===== src/rtl/pipelined_funnel_shifter_if.sv =====
// Request/result bundle for the pipelined funnel shifter.
// The master side issues requests and consumes results; the slave side is the shifter.
interface pipelined_funnel_shifter_if #(
  parameter int WIDTH = 8
);
  localparam int SW = $clog2(WIDTH);

  // Request side
  logic             in_valid;
  logic             in_ready;
  logic [WIDTH-1:0] in;
  logic [WIDTH-1:0] cin;
  logic [SW-1:0]    sh;
  logic [1:0]       mode;

  // Result side
  logic             out_valid;
  logic             out_ready;
  logic [WIDTH-1:0] out;
  logic [WIDTH-1:0] cout;

  // Status
  logic             busy;

  modport master (
    output in_valid, in, cin, sh, mode, out_ready,
    input  in_ready, out_valid, out, cout, busy
  );

  modport slave (
    input  in_valid, in, cin, sh, mode, out_ready,
    output in_ready, out_valid, out, cout, busy
  );
endinterface


===== src/rtl/pipelined_funnel_shifter.sv =====
// Pipelined funnel shifter: a request register followed by SW log-shifter stages.
// Stage k shifts by 2^k when bit k of the shift amount is set, so every stage costs
// one mux level. Each stage tracks the fill word feeding the vacated bits and the
// carry word collecting bits pushed out of the operand, so funnel, rotate and
// arithmetic modes all reduce to the same left/right funnel step:
//   rotate-left      = funnel-left with fill = in
//   arithmetic-right = funnel-right with fill = sign of in replicated
// The whole pipeline advances together unless the output stage holds an unconsumed
// result; bubbles travel with it and are never squeezed out.
module pipelined_funnel_shifter #(
  parameter int WIDTH = 8
) (
  input  logic                        clk,
  input  logic                        rst,
  pipelined_funnel_shifter_if.slave   bus
);

  localparam int SW = $clog2(WIDTH);

  typedef enum logic [1:0] {
    MODE_FUNNEL_LEFT  = 2'b00,
    MODE_FUNNEL_RIGHT = 2'b01,
    MODE_ROTATE_LEFT  = 2'b10,
    MODE_ARITH_RIGHT  = 2'b11
  } mode_e;

  // One pipeline entry. sh holds only the shift bits still to be applied: the
  // consumed bit is dropped at each stage, so every stage looks at sh[0].
  typedef struct packed {
    logic             valid;
    mode_e            mode;
    logic [SW-1:0]    sh;
    logic [WIDTH-1:0] data;
    logic [WIDTH-1:0] carry;
    logic [WIDTH-1:0] fill;
  } stage_t;

  // stage_q[0] is the request register, stage_q[1..SW] are the shift stages.
  stage_t        stage_q [0:SW];
  logic [SW:0]   valid_vec;
  logic          stall;
  logic          advance;

  // Only an unconsumed result at the output can hold the pipeline back.
  assign stall        = stage_q[SW].valid && !bus.out_ready;
  assign advance      = !stall;
  assign bus.in_ready = advance;

  genvar gi;
  generate
    for (gi = 0; gi <= SW; gi++) begin : g_stage
      stage_t st_next;
      stage_t st_reg;

      if (gi == 0) begin : g_capture
        // Capture the request and choose the fill word that makes every mode a funnel shift.
        always_comb begin
          st_next       = '0;
          st_next.valid = bus.in_valid;
          st_next.mode  = mode_e'(bus.mode);
          st_next.sh    = bus.sh;
          st_next.data  = bus.in;
          st_next.carry = '0;
          case (mode_e'(bus.mode))
            MODE_ROTATE_LEFT: st_next.fill = bus.in;
            MODE_ARITH_RIGHT: st_next.fill = {WIDTH{bus.in[WIDTH-1]}};
            default:          st_next.fill = bus.cin;
          endcase
        end
      end else begin : g_shift
        localparam int STEP = 1 << (gi - 1);
        stage_t prev;
        assign prev = stage_q[gi-1];

        // Conditionally shift the {carry, data, fill} triple by STEP in the mode's direction.
        always_comb begin
          st_next    = prev;
          st_next.sh = prev.sh >> 1;
          if (prev.sh[0]) begin
            if (prev.mode[0] == 1'b0) begin
              // Left: data's top bits go to carry, fill's top bits enter data.
              st_next.carry = (prev.carry << STEP) | (prev.data >> (WIDTH - STEP));
              st_next.data  = (prev.data  << STEP) | (prev.fill >> (WIDTH - STEP));
              st_next.fill  = prev.fill << STEP;
            end else begin
              // Right: data's low bits go to carry, fill's low bits enter data.
              st_next.carry = (prev.carry >> STEP) | (prev.data << (WIDTH - STEP));
              st_next.data  = (prev.data  >> STEP) | (prev.fill << (WIDTH - STEP));
              st_next.fill  = prev.fill >> STEP;
            end
          end
        end
      end

      // Stage register: cleared by reset, frozen while the output is stalled.
      always_ff @(posedge clk or posedge rst) begin
        if (rst) begin
          st_reg <= '0;
        end else if (advance) begin
          st_reg <= st_next;
        end
      end

      assign stage_q[gi]   = st_reg;
      assign valid_vec[gi] = st_reg.valid;
    end
  endgenerate

  assign bus.out_valid = stage_q[SW].valid;
  assign bus.out       = stage_q[SW].data;
  assign bus.cout      = stage_q[SW].carry;
  assign bus.busy      = |valid_vec;

endmodule


===== src/flat_wrapper.sv =====
// flat-port wrapper written by rule: the top's interface ports become plain ports
module pipelined_funnel_shifter_flat 
#(
  parameter int WIDTH = 8
)
  (clk, rst, bus_in_valid, bus_in, bus_cin, bus_sh, bus_mode, bus_out_ready, bus_in_ready, bus_out_valid, bus_out, bus_cout, bus_busy);
  pipelined_funnel_shifter_if #(.WIDTH(WIDTH)) bus_i ();
  input  logic clk;
  input  logic rst;
  input wire logic [$bits(bus_i.in_valid)-1:0] bus_in_valid;
  input wire logic [$bits(bus_i.in)-1:0] bus_in;
  input wire logic [$bits(bus_i.cin)-1:0] bus_cin;
  input wire logic [$bits(bus_i.sh)-1:0] bus_sh;
  input wire logic [$bits(bus_i.mode)-1:0] bus_mode;
  input wire logic [$bits(bus_i.out_ready)-1:0] bus_out_ready;
  output wire logic [$bits(bus_i.in_ready)-1:0] bus_in_ready;
  output wire logic [$bits(bus_i.out_valid)-1:0] bus_out_valid;
  output wire logic [$bits(bus_i.out)-1:0] bus_out;
  output wire logic [$bits(bus_i.cout)-1:0] bus_cout;
  output wire logic [$bits(bus_i.busy)-1:0] bus_busy;
  assign bus_i.in_valid = bus_in_valid;
  assign bus_i.in = bus_in;
  assign bus_i.cin = bus_cin;
  assign bus_i.sh = bus_sh;
  assign bus_i.mode = bus_mode;
  assign bus_i.out_ready = bus_out_ready;
  assign bus_in_ready = bus_i.in_ready;
  assign bus_out_valid = bus_i.out_valid;
  assign bus_out = bus_i.out;
  assign bus_cout = bus_i.cout;
  assign bus_busy = bus_i.busy;
  pipelined_funnel_shifter #(.WIDTH(WIDTH)) u_core (.clk(clk), .rst(rst), .bus(bus_i));
endmodule

===== config.mk =====
export PLATFORM = sky130hd
export DESIGN_NAME = pipelined_funnel_shifter_flat
export DESIGN_NICKNAME = d
export VERILOG_FILES = /design/src/rtl/pipelined_funnel_shifter_if.sv /design/src/rtl/pipelined_funnel_shifter.sv /design/src/flat_wrapper.sv
export SDC_FILE = /design/constraint.sdc
export NUM_CORES = 1
export LEC_CHECK = 0
export BUFFER_PORTS_ARGS = -buffer_cell sky130_fd_sc_hd__buf_4
export CORE_MARGIN = 2
export CORE_UTILIZATION = 36
export CTS_CLUSTER_SIZE = 40
export DETAILED_ROUTE_END_ITERATION = 8
export HOLD_SLACK_MARGIN = 0.1
export PLACE_DENSITY = 0.53
export SYNTH_ARGS = -nofsm -noshare
export SYNTH_HDL_FRONTEND = slang
export SYNTH_SLANG_ARGS = --single-unit

===== constraint.sdc =====
create_clock -name clk -period 6.6 [get_ports clk]
set_input_delay 0.33 -clock clk [delete_from_list [all_inputs] [get_ports clk]]
set_output_delay 0.33 -clock clk [all_outputs]
set_load 0.01 [all_outputs]

# After elaboration in Yosys (flattened, before gate mapping)
# Cells that the tools add are included.
dict set report word_totals {
  ff_bits 93
  out_inout_bits 19
}
dict set report op_classes {
  eq_ne 2
  muxes 7
  bitwise_logic 10
  n_reduce_logical 4
}
# operator n
set ops {}
lappend ops {{$mux W24} 6}
lappend ops {{$or A4 B8 Y8} 2}
lappend ops {{$or A6 B8 Y8} 2}
lappend ops {{$or A8 B2 Y8} 2}
lappend ops {{$or A8 B4 Y8} 2}
lappend ops {{$pmux W8 S2} 1}
lappend ops {{$or A7 B8 Y8} 1}
lappend ops {{$or A8 B1 Y8} 1}
lappend ops {{$eq A2 B2 Y1 const B} 2}
lappend ops {{$reduce_or A4 Y1} 1}
lappend ops {{$logic_not A1 Y1} 2}
lappend ops {{$logic_and A1 B1 Y1} 1}

# Depth between registers and ports, before layout
# Gate-level depths: netlist of run 1.
dict set report logic_depth {
  depth_word 3
  depth_mapped 6
}

# Least setup slack after synthesis of run 1
# OpenSTA, ideal clock, no wires.
dict set report synth_timing {
  path_kind {flip-flop to output port}
  start {register u_core.g_stage[3].st_reg (netlist bit u_core.bus.out_valid)}
  end {output port bus_in_ready}
  arrival_time_ns 0.986
  required_ns 6.270
  path_slack_ns 5.284
  path_stages_with_launch 5
  path_buffers 2
  cell_sequence {dfrtp_1 > nor2b_2 > buf_4 > inv_2 > buf_2}
}
dict set report synth_via {
  elab_chain_cells 2
}
# item line_no
set synth_rtl {}
lappend synth_rtl {{from (decl)} pipelined_funnel_shifter.sv:53} ;# stage_t st_reg;
lappend synth_rtl {{from (signal assigned)} pipelined_funnel_shifter.sv:100} ;# st_reg <= st_next;
lappend synth_rtl {{$logic_and A1 B1 Y1} pipelined_funnel_shifter.sv:45} ;# assign stall = stage_q[SW].valid && !bus.out_ready;
lappend synth_rtl {{$logic_not A1 Y1} pipelined_funnel_shifter.sv:46} ;# assign advance = !stall;
lappend synth_rtl {{to (decl)} flat_wrapper.sv:16} ;# output wire logic [$bits(bus_i.in_ready)-1:0] bus_in_ready;
# Every way passes these cells.

# Worst setup path after layout of run 1
dict set report layout_timing {
  start {register u_core.g_stage[3].st_reg (netlist bit u_core.bus.out_valid)}
  end {register u_core.g_stage[2].st_reg[9] (netlist bit)}
}
dict set report layout_via {
  elab_chain_cells 1
}
# item line_no
set layout_rtl {}
lappend layout_rtl {{$logic_and A1 B1 Y1} pipelined_funnel_shifter.sv:45}
lappend layout_rtl {{to (signal assigned)} pipelined_funnel_shifter.sv:100}
lappend layout_rtl {{to (decl)} pipelined_funnel_shifter.sv:53}
# Every way passes these cells.
# A chain may end at the register's enable or synchronous reset.

==> impl_metrics.py, run 1 <==
metrics = {
    "layout": {
        "nets": 474,
        "drive_gt1_share_pct": 15.49,
        "insertedDiodeCount": 0,
        "layout.cells.non_filler": 595,
        "largest_register_ffs": 68,
        "area_growth_pct": 14.06,
        "stdcell_area_um2": 4852,
    },
    "grt": {
        "grt_antenna_before_repair": 0,
        "grt_pass1_vias": 2915,
        "grt_pass1_wl_um": 15250,
        "grt_max_degree": 111,
        "overflow": 0,
        "gr-usage-all-layers_pct": 14.73,
    },
    "logic_synthesis": {
        "ys_seq_area_share_pct": 50.00,
        "async_flop_share_pct": 100.0,
        "ys_seq_elements": 85,
        "synth_ff_type": "dfrtp_1",
        "synth_area_um2": 4254,
        "syn_nets": 456,
        "synth_cell_types": 31,
        "ys_warn_count": 0,
        "netlist_instances": 431,
        "synth_area_per_cell_um2": 9.870,
        "synth_edf_count": 0,
    },
    "power_and_ir_drop": {
        "p_clk_share_pct": 20.6,
        "combPwrFrac_pct": 34.1,
        "p_per_area_nw_per_um2": 482.2,
        "netSwitchingPower_w": 0.0008694,
        "p_int_w": 0.001470,
        "power_leakage_nw": 2.356,
        "switching_share_pct": 37.16,
        "pwr-share-seq_pct": 45.3,
        "ir_drop_mv": 0.1647,
    },
    "floorplanning": {
        "initial_core_util_pct": 37.10,
        "die_h_um": 112.7,
        "die_w_um": 112.7,
        "rows": 39,
        "die-area_um2": 12700,
        "coreArea_um2": 11470,
        "num_io_pins": 44,
    },
    "clock_network": {
        "clkTransAtPathRegs_ns": 0.06,
        "cts-resized-gates": 0,
        "clk_path_buf_depth": 2,
        "clock-sinks": 85,
        "ctsRootBufferMaster": "clkbuf_16",
        "worstSkewPairLatency_ns": 0.33,
        "htreeDepth": 3,
        "cts_buffers": 9,
        "cts_tree": "yes",
        "cts_setup_buffers": 0,
        "postCtsHoldBufs": 0,
    },
    "job": {
        "max_cap_viol_count": 0,
    },
    "routing": {
        "ant_nets": 0,
        "drc": 0,
        "drtIter0Drc": 141,
        "drtPass1Iterations": 4,
        "num_vias": 3024,
        "routedWlPerCell_um": 14.85,
        "routed_wl_um": 8838,
        "vias_per_cell": 5.082,
    },
    "timing": {
        "hold_viol": 0,
        "relSlewSlack_pct": 25.97,
        "setup_violations": 0,
        "tightestPinTransition_ns": 1.110,
        "clock-skew-final_ns": 0.006904,
        "fin_crit_sh_pct": 32.03,
        "setup_tns_ns": 0,
        "rsz0062_at_grt": "no",
        "finalCriticalPeriod_ns": 2.114,
        "fmax_mhz": 473.0,
        "whs_ns": 0.1934,
        "fin_ws_ns": 4.486,
        "drv_slew": 0,
    },
    "placement": {
        "place_ws_ns": 4.414,
        "place.port_buffers": 43,
        "place_congestion": 0.7584,
        "dpl_cell_area_um2": 4567,
        "dp.cells": 581,
        "hpwlAfterDp_um": 5798,
    },
    "critical_path": {
        "cp-end-kind": "flip-flop",
        "path_class": "reg2reg",
        "cp.arrival_ns": 2.33,
        "crit_path_max_fanout": 110,
        "critical_path.startpoint_type": "flip-flop",
        "ff2ff_setup_slack_ns": 4.49,
        "crit_required_ns": 6.82,
    },
    "hold_path": {
        "hold_class": "in2reg",
    },
    "run_status": {
        "status": "completed",
    },
}
==> worst max-delay path, cell delays in order, from the launching register on <==
cell and delay (ns):
dfrtp_1 0.36, nor2b_4 0.36, buf_4 0.87, nor3b_1 0.15, a22o_1 0.22
==> kinds of logic (layout without fill, tap and decap cells) <==
| family | after synthesis | in the layout | synth area share [%] |
|---|---|---|---|
| compound gates | 111 | 111 | 19.85 |
| flops | 85 | 85 | 50.00 |
| mux | 41 | 41 | 9.647 |
| buf+inv | 44 | 65 | 5.470 |
| simple gates | 150 | 150 | 15.03 |
==> per-stage QoR <==
stage	total power [W]	util, %
6_report	0.002340	42.31
5_1_grt	0.002538	42.31
4_1_cts	0.002375	42.31
3_5_place_dp	0.001886	39.83
3_3_place_gp	0.001864	39.83
2_1_floorplan	0.001647	-
==> cell usage after synthesis (5+ instances only) <==
cell type | n | area (µm²)
nor2_1 | 46 | 172.7
a211oi_2 | 7 | 87.58
a31oi_1 | 6 | 37.54
inv_1 | 5 | 18.77
buf_2 | 21 | 105.1
dfrtp_1 | 85 | 2127
nor2b_1 | 5 | 31.28
a21o_1 | 37 | 277.8
nand2b_1 | 9 | 56.30
o21ai_0 | 11 | 55.05
nand2_1 | 75 | 281.5
nor3_1 | 7 | 35.03
clkbuf_1 | 9 | 33.78
a211oi_1 | 37 | 277.8
mux2i_1 | 41 | 410.4
==> cell usage in the layout (no fill, tap or decap) <==
cell	count
a211o_1	1
a211oi_1	37
a211oi_2	7
a21o_1	37
a22o_1	4
a31oi_1	6
and3_1	1
and3_4	1
buf_4	45
clkbuf_16	9
clkbuf_8	4
clkinv_2	2
dfrtp_1	85
inv_1	4
inv_2	1
mux2i_1	41
nand2_1	75
nand2b_1	9
nand3_1	1
nand3b_1	1
nand4b_1	1
nor2_1	46
nor2b_1	5
nor2b_4	1
nor3_1	7
nor3b_1	1
o21a_1	4
o21ai_0	11
o221ai_1	4
or4_1	1
==> power groups by stage <==
stage | clock, W | combinational (W) | sequential, W
3_3_place_gp | 0 | 0.000797 | 0.00107
5_1_grt | 0.000520 | 0.000911 | 0.00111
2_1_floorplan | 0 | 0.000736 | 0.000910
4_1_cts | 0.000495 | 0.000815 | 0.00106
6_report | 0.000483 | 0.000798 | 0.00106
3_5_place_dp | 0 | 0.000810 | 0.00108
==> routing by layer <==
layer	wire length (µm)	part of all wire, %	track usage [%]
met1	4642	53	21.62
met4	91	1.0	3.902
met3	270	3.1	3.214
met5	0	0	0
met2	3835	43	22.16
==> path summary, 6_finish.rpt <==
check / startpoint / to / cells past startpoint
min in group asynchronous: rst / u_core.g_stage[1].st_reg[25] / 3
max in group asynchronous: rst / u_core.g_stage[1].st_reg[21] / 3
max: u_core.bus.out_valid / u_core.g_stage[2].st_reg[9] / 4
max reg2reg: u_core.bus.out_valid / u_core.g_stage[2].st_reg[9] / 4
min reg2reg: u_core.g_stage[0].st_reg[26] / u_core.g_stage[0].st_reg[26] / 2
min: bus_in_valid / u_core.g_stage[0].st_reg[29] / 3
==> final cells by class <==
class	instances	area, µm²
fillers	1125	6615
flip-flops and latches	85	2127
multi-input cells	302	1899
repair buffers	45	337.8
clock buffers	13	280.3
well taps	143	178.9
inverters	6	23.77
clock inverters	1	5.005
(Power assumes the default switching activity.)
==> run 2, diff against run 1 <==
Clock period 6.6 ns to 1.95 ns, I/O delays scaled along.
==> impl_metrics.py, run 2 (synthesized netlist as in run 1, its figures left out) <==
metrics = {
    "timing": {
        "drv_slew": 0,
        "tightestPinTransition_ns": 0.5113,
        "fin_crit_sh_pct": 83.65,
        "rsz0062_at_grt": "no",
        "finalCriticalPeriod_ns": 1.631,
        "hold_viol": 0,
        "clock-skew-final_ns": 0.007223,
        "setup_tns_ns": 0,
        "fmax_mhz": 613.0,
        "relSlewSlack_pct": 65.92,
        "setup_violations": 0,
    },
    "clock_network": {
        "clk_path_buf_depth": 2,
        "cts-resized-gates": 0,
        "clkTransAtPathRegs_ns": 0.06,
        "clock-sinks": 85,
        "cts_setup_buffers": 0,
        "ctsRootBufferMaster": "clkbuf_16",
        "worstSkewPairLatency_ns": 0.33,
        "cts_buffers": 9,
        "htreeDepth": 3,
        "cts_tree": "yes",
    },
    "power_and_ir_drop": {
        "netSwitchingPower_w": 0.003019,
        "ir_drop_mv": 0.7663,
        "power_leakage_nw": 2.490,
        "switching_share_pct": 36.59,
        "combPwrFrac_pct": 39.2,
        "p_clk_share_pct": 21.4,
        "p_int_w": 0.005233,
        "pwr-share-seq_pct": 39.4,
        "p_per_area_nw_per_um2": 1601,
    },
    "floorplanning": {
        "initial_core_util_pct": 37.10,
        "die_h_um": 112.7,
        "rows": 39,
        "num_io_pins": 44,
        "die-area_um2": 12700,
        "die_w_um": 112.7,
        "coreArea_um2": 11470,
    },
    "layout": {
        "drive_gt1_share_pct": 16.70,
        "layout.cells.non_filler": 622,
        "final_cell_mix": "85 x dfrtp_1, 75 x nand2_1, 52 x buf_4",
        "layout_commonest_cell": "dfrtp_1",
        "multi_input_area_um2": 1899,
        "area_growth_pct": 21.18,
        "insertedDiodeCount": 0,
        "nFillCells": 1112,
        "stdcell_area_um2": 5155,
        "seq_area_um2": 2127,
        "largest_register_ffs": 68,
        "nets": 501,
    },
    "job": {
        "max_cap_viol_count": 0,
    },
    "placement": {
        "dpl_cell_area_um2": 4682,
        "dp.cells": 591,
        "place_congestion": 0.7666,
        "hpwlAfterDp_um": 6171,
        "place.port_buffers": 43,
    },
    "routing": {
        "num_vias": 3139,
        "drtPass1Iterations": 4,
        "vias_per_cell": 5.047,
        "routedWlPerCell_um": 14.86,
        "routed_wl_um": 9243,
        "drc": 0,
        "drtIter0Drc": 136,
        "ant_nets": 0,
    },
    "critical_path": {
        "crit_path_max_fanout": 23,
        "path_class": "reg2out",
        "cp.arrival_ns": 1.53,
        "critical_path.startpoint_type": "flip-flop",
        "ff2ff_setup_slack_ns": 0.50,
        "cp-end-kind": "output port",
        "rr_startpoint": "u_core.bus.out_valid",
        "worstSetupStartpoint": "u_core.bus.out_valid",
        "crit_required_ns": 1.85,
    },
    "hold_path": {
        "hold_class": "in2reg",
        "hp-start": "bus_cin[5]",
    },
    "grt": {
        "grt_pass1_wl_um": 15690,
        "grt_max_degree": 124,
        "gr-usage-all-layers_pct": 15.31,
        "grt_pass1_vias": 2997,
        "overflow": 0,
        "grt_antenna_before_repair": 0,
    },
    "run_status": {
        "status": "completed",
    },
}
run 2: power by group through the flow:
stage | combinational (W) | sequential, W | clock, W
2_1_floorplan | 0.00249 | 0.00308 | 0
4_1_cts | 0.00328 | 0.00326 | 0.00182
6_report | 0.00324 | 0.00325 | 0.00177
3_3_place_gp | 0.00318 | 0.00328 | 0
5_1_grt | 0.00364 | 0.00336 | 0.00189
3_5_place_dp | 0.00325 | 0.00329 | 0
run 2: worst max-delay path, stage by stage, from the launching register on:
cell	delay, ns
dfrtp_1	0.39
nor2b_4	0.14
inv_2	0.33
buf_12	0.21
buf_4	0.13
run 2: final cells by class:
| type | count | area share (%) |
|---|---|---|
| Sequential cell | 85 | 41.26 |
| Multi-Input combinational cell | 302 | 36.84 |
| Timing Repair Buffer | 72 | 12.04 |
| Clock buffer | 9 | 4.369 |
| Tap cell | 143 | 3.471 |
| Clock inverter | 5 | 1.505 |
| Inverter | 6 | 0.5097 |
run 2: worst paths after layout:
path,to,cells past startpoint
max reg2reg,u_core.g_stage[2].st_reg[9],4
max in group asynchronous,u_core.g_stage[0].st_reg[22],4
min in group asynchronous,u_core.bus.out[3],4
max,bus_in_ready,4
min,u_core.g_stage[0].st_reg[5],3
min reg2reg,u_core.g_stage[0].st_reg[26],2
run 2: repair_timing:
item / in CTS / in global routing
endpoints found under the setup margin: 0 / 0
endpoints found under the hold margin: 106 / 0
hold buffers: 17 / 0
run 2: through the flow:
step | total power (W) | utilization (%) | setup slack (ns) | hold slack, ns
floorplan | 0.005574 | - | 0.6361 | 0.2100
global placement | 0.006458 | 40.83 | 0.5398 | 0.2702
detailed placement | 0.006540 | 40.83 | 0.5203 | 0.2685
CTS | 0.008365 | 44.95 | 0.3033 | 0.1024
global route | 0.008891 | 44.95 | 0.2055 | 0.1136
finish | 0.008251 | 44.95 | 0.3188 | 0.1054
run 2: metal layers:
layer  share of wire (%)  vias to the layer above  global-route usage (%)
met5                   0                        -                       0
met4                0.96                        0                   3.415
met3                 2.7                        7                   3.535
met2                  47                       48                   24.67
met1                  49                     1489                   21.21
li1                    -                     1595                       -
==> run 3, diff against run 2 <==
Clock period 1.95 ns to 1.7 ns, I/O delays scaled along.
==> impl_metrics.py, run 3 (synthesized netlist as in run 1, its figures left out) <==
metrics = {
    "clock_network": {
        "ctsRootBufferMaster": "clkbuf_16",
        "postCtsHoldBufs": 21,
        "clk_path_buf_depth": 2,
        "cts_buffers": 9,
        "clkTransAtPathRegs_ns": 0.06,
        "clock-sinks": 85,
        "htreeDepth": 3,
        "cts_setup_buffers": 0,
        "cts_tree": "yes",
        "cts-resized-gates": 0,
        "worstSkewPairLatency_ns": 0.34,
    },
    "grt": {
        "gr-usage-all-layers_pct": 15.12,
        "grt_antenna_before_repair": 0,
        "grt_pass1_wl_um": 15530,
        "grt_pass1_vias": 3003,
        "grt_max_degree": 108,
        "overflow": 0,
    },
    "critical_path": {
        "critical_path.startpoint_type": "flip-flop",
        "cp.arrival_ns": 1.49,
        "ff2ff_setup_slack_ns": 0.28,
        "path_class": "reg2out",
        "worstReg2RegEnd": "u_core.g_stage[2].st_reg[10]",
        "rr_startpoint": "u_core.bus.out_valid",
        "cp-end-kind": "output port",
        "crit_path_max_fanout": 20,
        "rr_worst_depth": 4,
        "crit_required_ns": 1.62,
    },
    "routing": {
        "drc": 0,
        "vias_per_cell": 5.010,
        "routedWlPerCell_um": 14.65,
        "drtIter0Drc": 85,
        "ant_nets": 0,
        "drtPass1Iterations": 4,
        "routed_wl_um": 9246,
        "num_vias": 3161,
    },
    "floorplanning": {
        "num_io_pins": 44,
        "die-area_um2": 12700,
        "rows": 39,
        "initial_core_util_pct": 37.10,
        "coreArea_um2": 11470,
        "die_h_um": 112.7,
        "die_w_um": 112.7,
    },
    "power_and_ir_drop": {
        "p_per_area_nw_per_um2": 1796,
        "ir_drop_mv": 0.7089,
        "power_leakage_nw": 2.512,
        "fin_total_pwr_w": 0.009338,
    },
    "timing": {
        "setup_violations": 0,
        "drv_slew": 0,
        "clock-skew-final_ns": 0.005078,
        "hold_viol": 0,
        "setup_tns_ns": 0,
        "fmax_mhz": 633.3,
        "fin_crit_sh_pct": 92.88,
        "rsz0062_at_grt": "no",
        "tightestPinTransition_ns": 0.4616,
        "fin_ws_ns": 0.1210,
        "finalCriticalPeriod_ns": 1.579,
        "relSlewSlack_pct": 69.23,
    },
    "placement": {
        "place_ws_ns": 0.2800,
        "hpwlAfterDp_um": 6156,
        "dp.cells": 594,
        "place_congestion": 0.7484,
        "place.port_buffers": 43,
    },
    "hold_path": {
        "hp-start": "bus_cin[1]",
        "whs_endpoint": "u_core.g_stage[0].st_reg[1]",
        "whs_path_depth": 3,
        "hold_class": "in2reg",
    },
    "layout": {
        "area_growth_pct": 22.24,
        "layout.cells.non_filler": 631,
        "final_cell_mix": "85 x dfrtp_1, 75 x nand2_1, 54 x buf_4",
        "layout_commonest_cell": "dfrtp_1",
        "nets": 508,
        "drive_gt1_share_pct": 16.60,
        "largest_register_ffs": 68,
        "insertedDiodeCount": 0,
    },
    "job": {
        "max_cap_viol_count": 0,
    },
    "run_status": {
        "status": "completed",
    },
}
-- run 3: worst max-delay path by stage --
stage | cells after the start | start | to
floorplan | 6 | u_core.bus.out_valid | u_core.g_stage[2].st_reg[6]
global placement | 5 | u_core.bus.out_valid | u_core.bus.cout[4]
detailed placement | 5 | u_core.bus.out_valid | u_core.bus.cout[4]
CTS | 4 | u_core.bus.out_valid | bus_in_ready
global route | 4 | u_core.bus.out_valid | bus_in_ready
finish | 4 | u_core.bus.out_valid | bus_in_ready
-- run 3: cell type report --
| cell class | instances | area (µm²) |
|---|---|---|
| timing repair buffer | 79 | 695.7 |
| fill | 1106 | 6267 |
| inverter | 6 | 26.28 |
| multi-input combinational | 302 | 1899 |
| sequential | 85 | 2127 |
| clock buffer | 15 | 267.8 |
| clock inverter | 1 | 5.005 |
| tap | 143 | 178.9 |
-- run 3: stage by stage --
step | util (%) | cell area (µm²) | hold WS [ns]
3_5_place_dp | 41.13 | 4717 | 0.2564
3_3_place_gp | 41.13 | 4717 | 0.2588
4_1_cts | 45.35 | 5200 | 0.1020
6_report | 45.35 | 5200 | 0.1085
5_1_grt | 45.35 | 5200 | 0.1137
2_1_floorplan | - | 4258 | 0.1975
-- run 3: power breakdown --
part / internal, W / switching (W) / total [W]
sequential: 0.00290 / 0.000812 / 0.00371
clock: 0.00107 / 0.000753 / 0.00182
combinational: 0.00189 / 0.00191 / 0.00380
total: 0.00587 / 0.00347 / 0.00934
-- run 3: critical path: stages, from the launching register on --
cell and delay (ns):
dfrtp_1 0.39, nor2b_4 0.14, inv_2 0.29, buf_12 0.20, buf_4 0.13
-- run 3: layer usage --
layer	up-vias	wire, µm	global-route usage, %
met3	12	308	3.214
met1	1478	4588	20.91
met2	61	4212	23.63
li1	1610	-	-
met4	0	136	5.366
met5	-	0	0
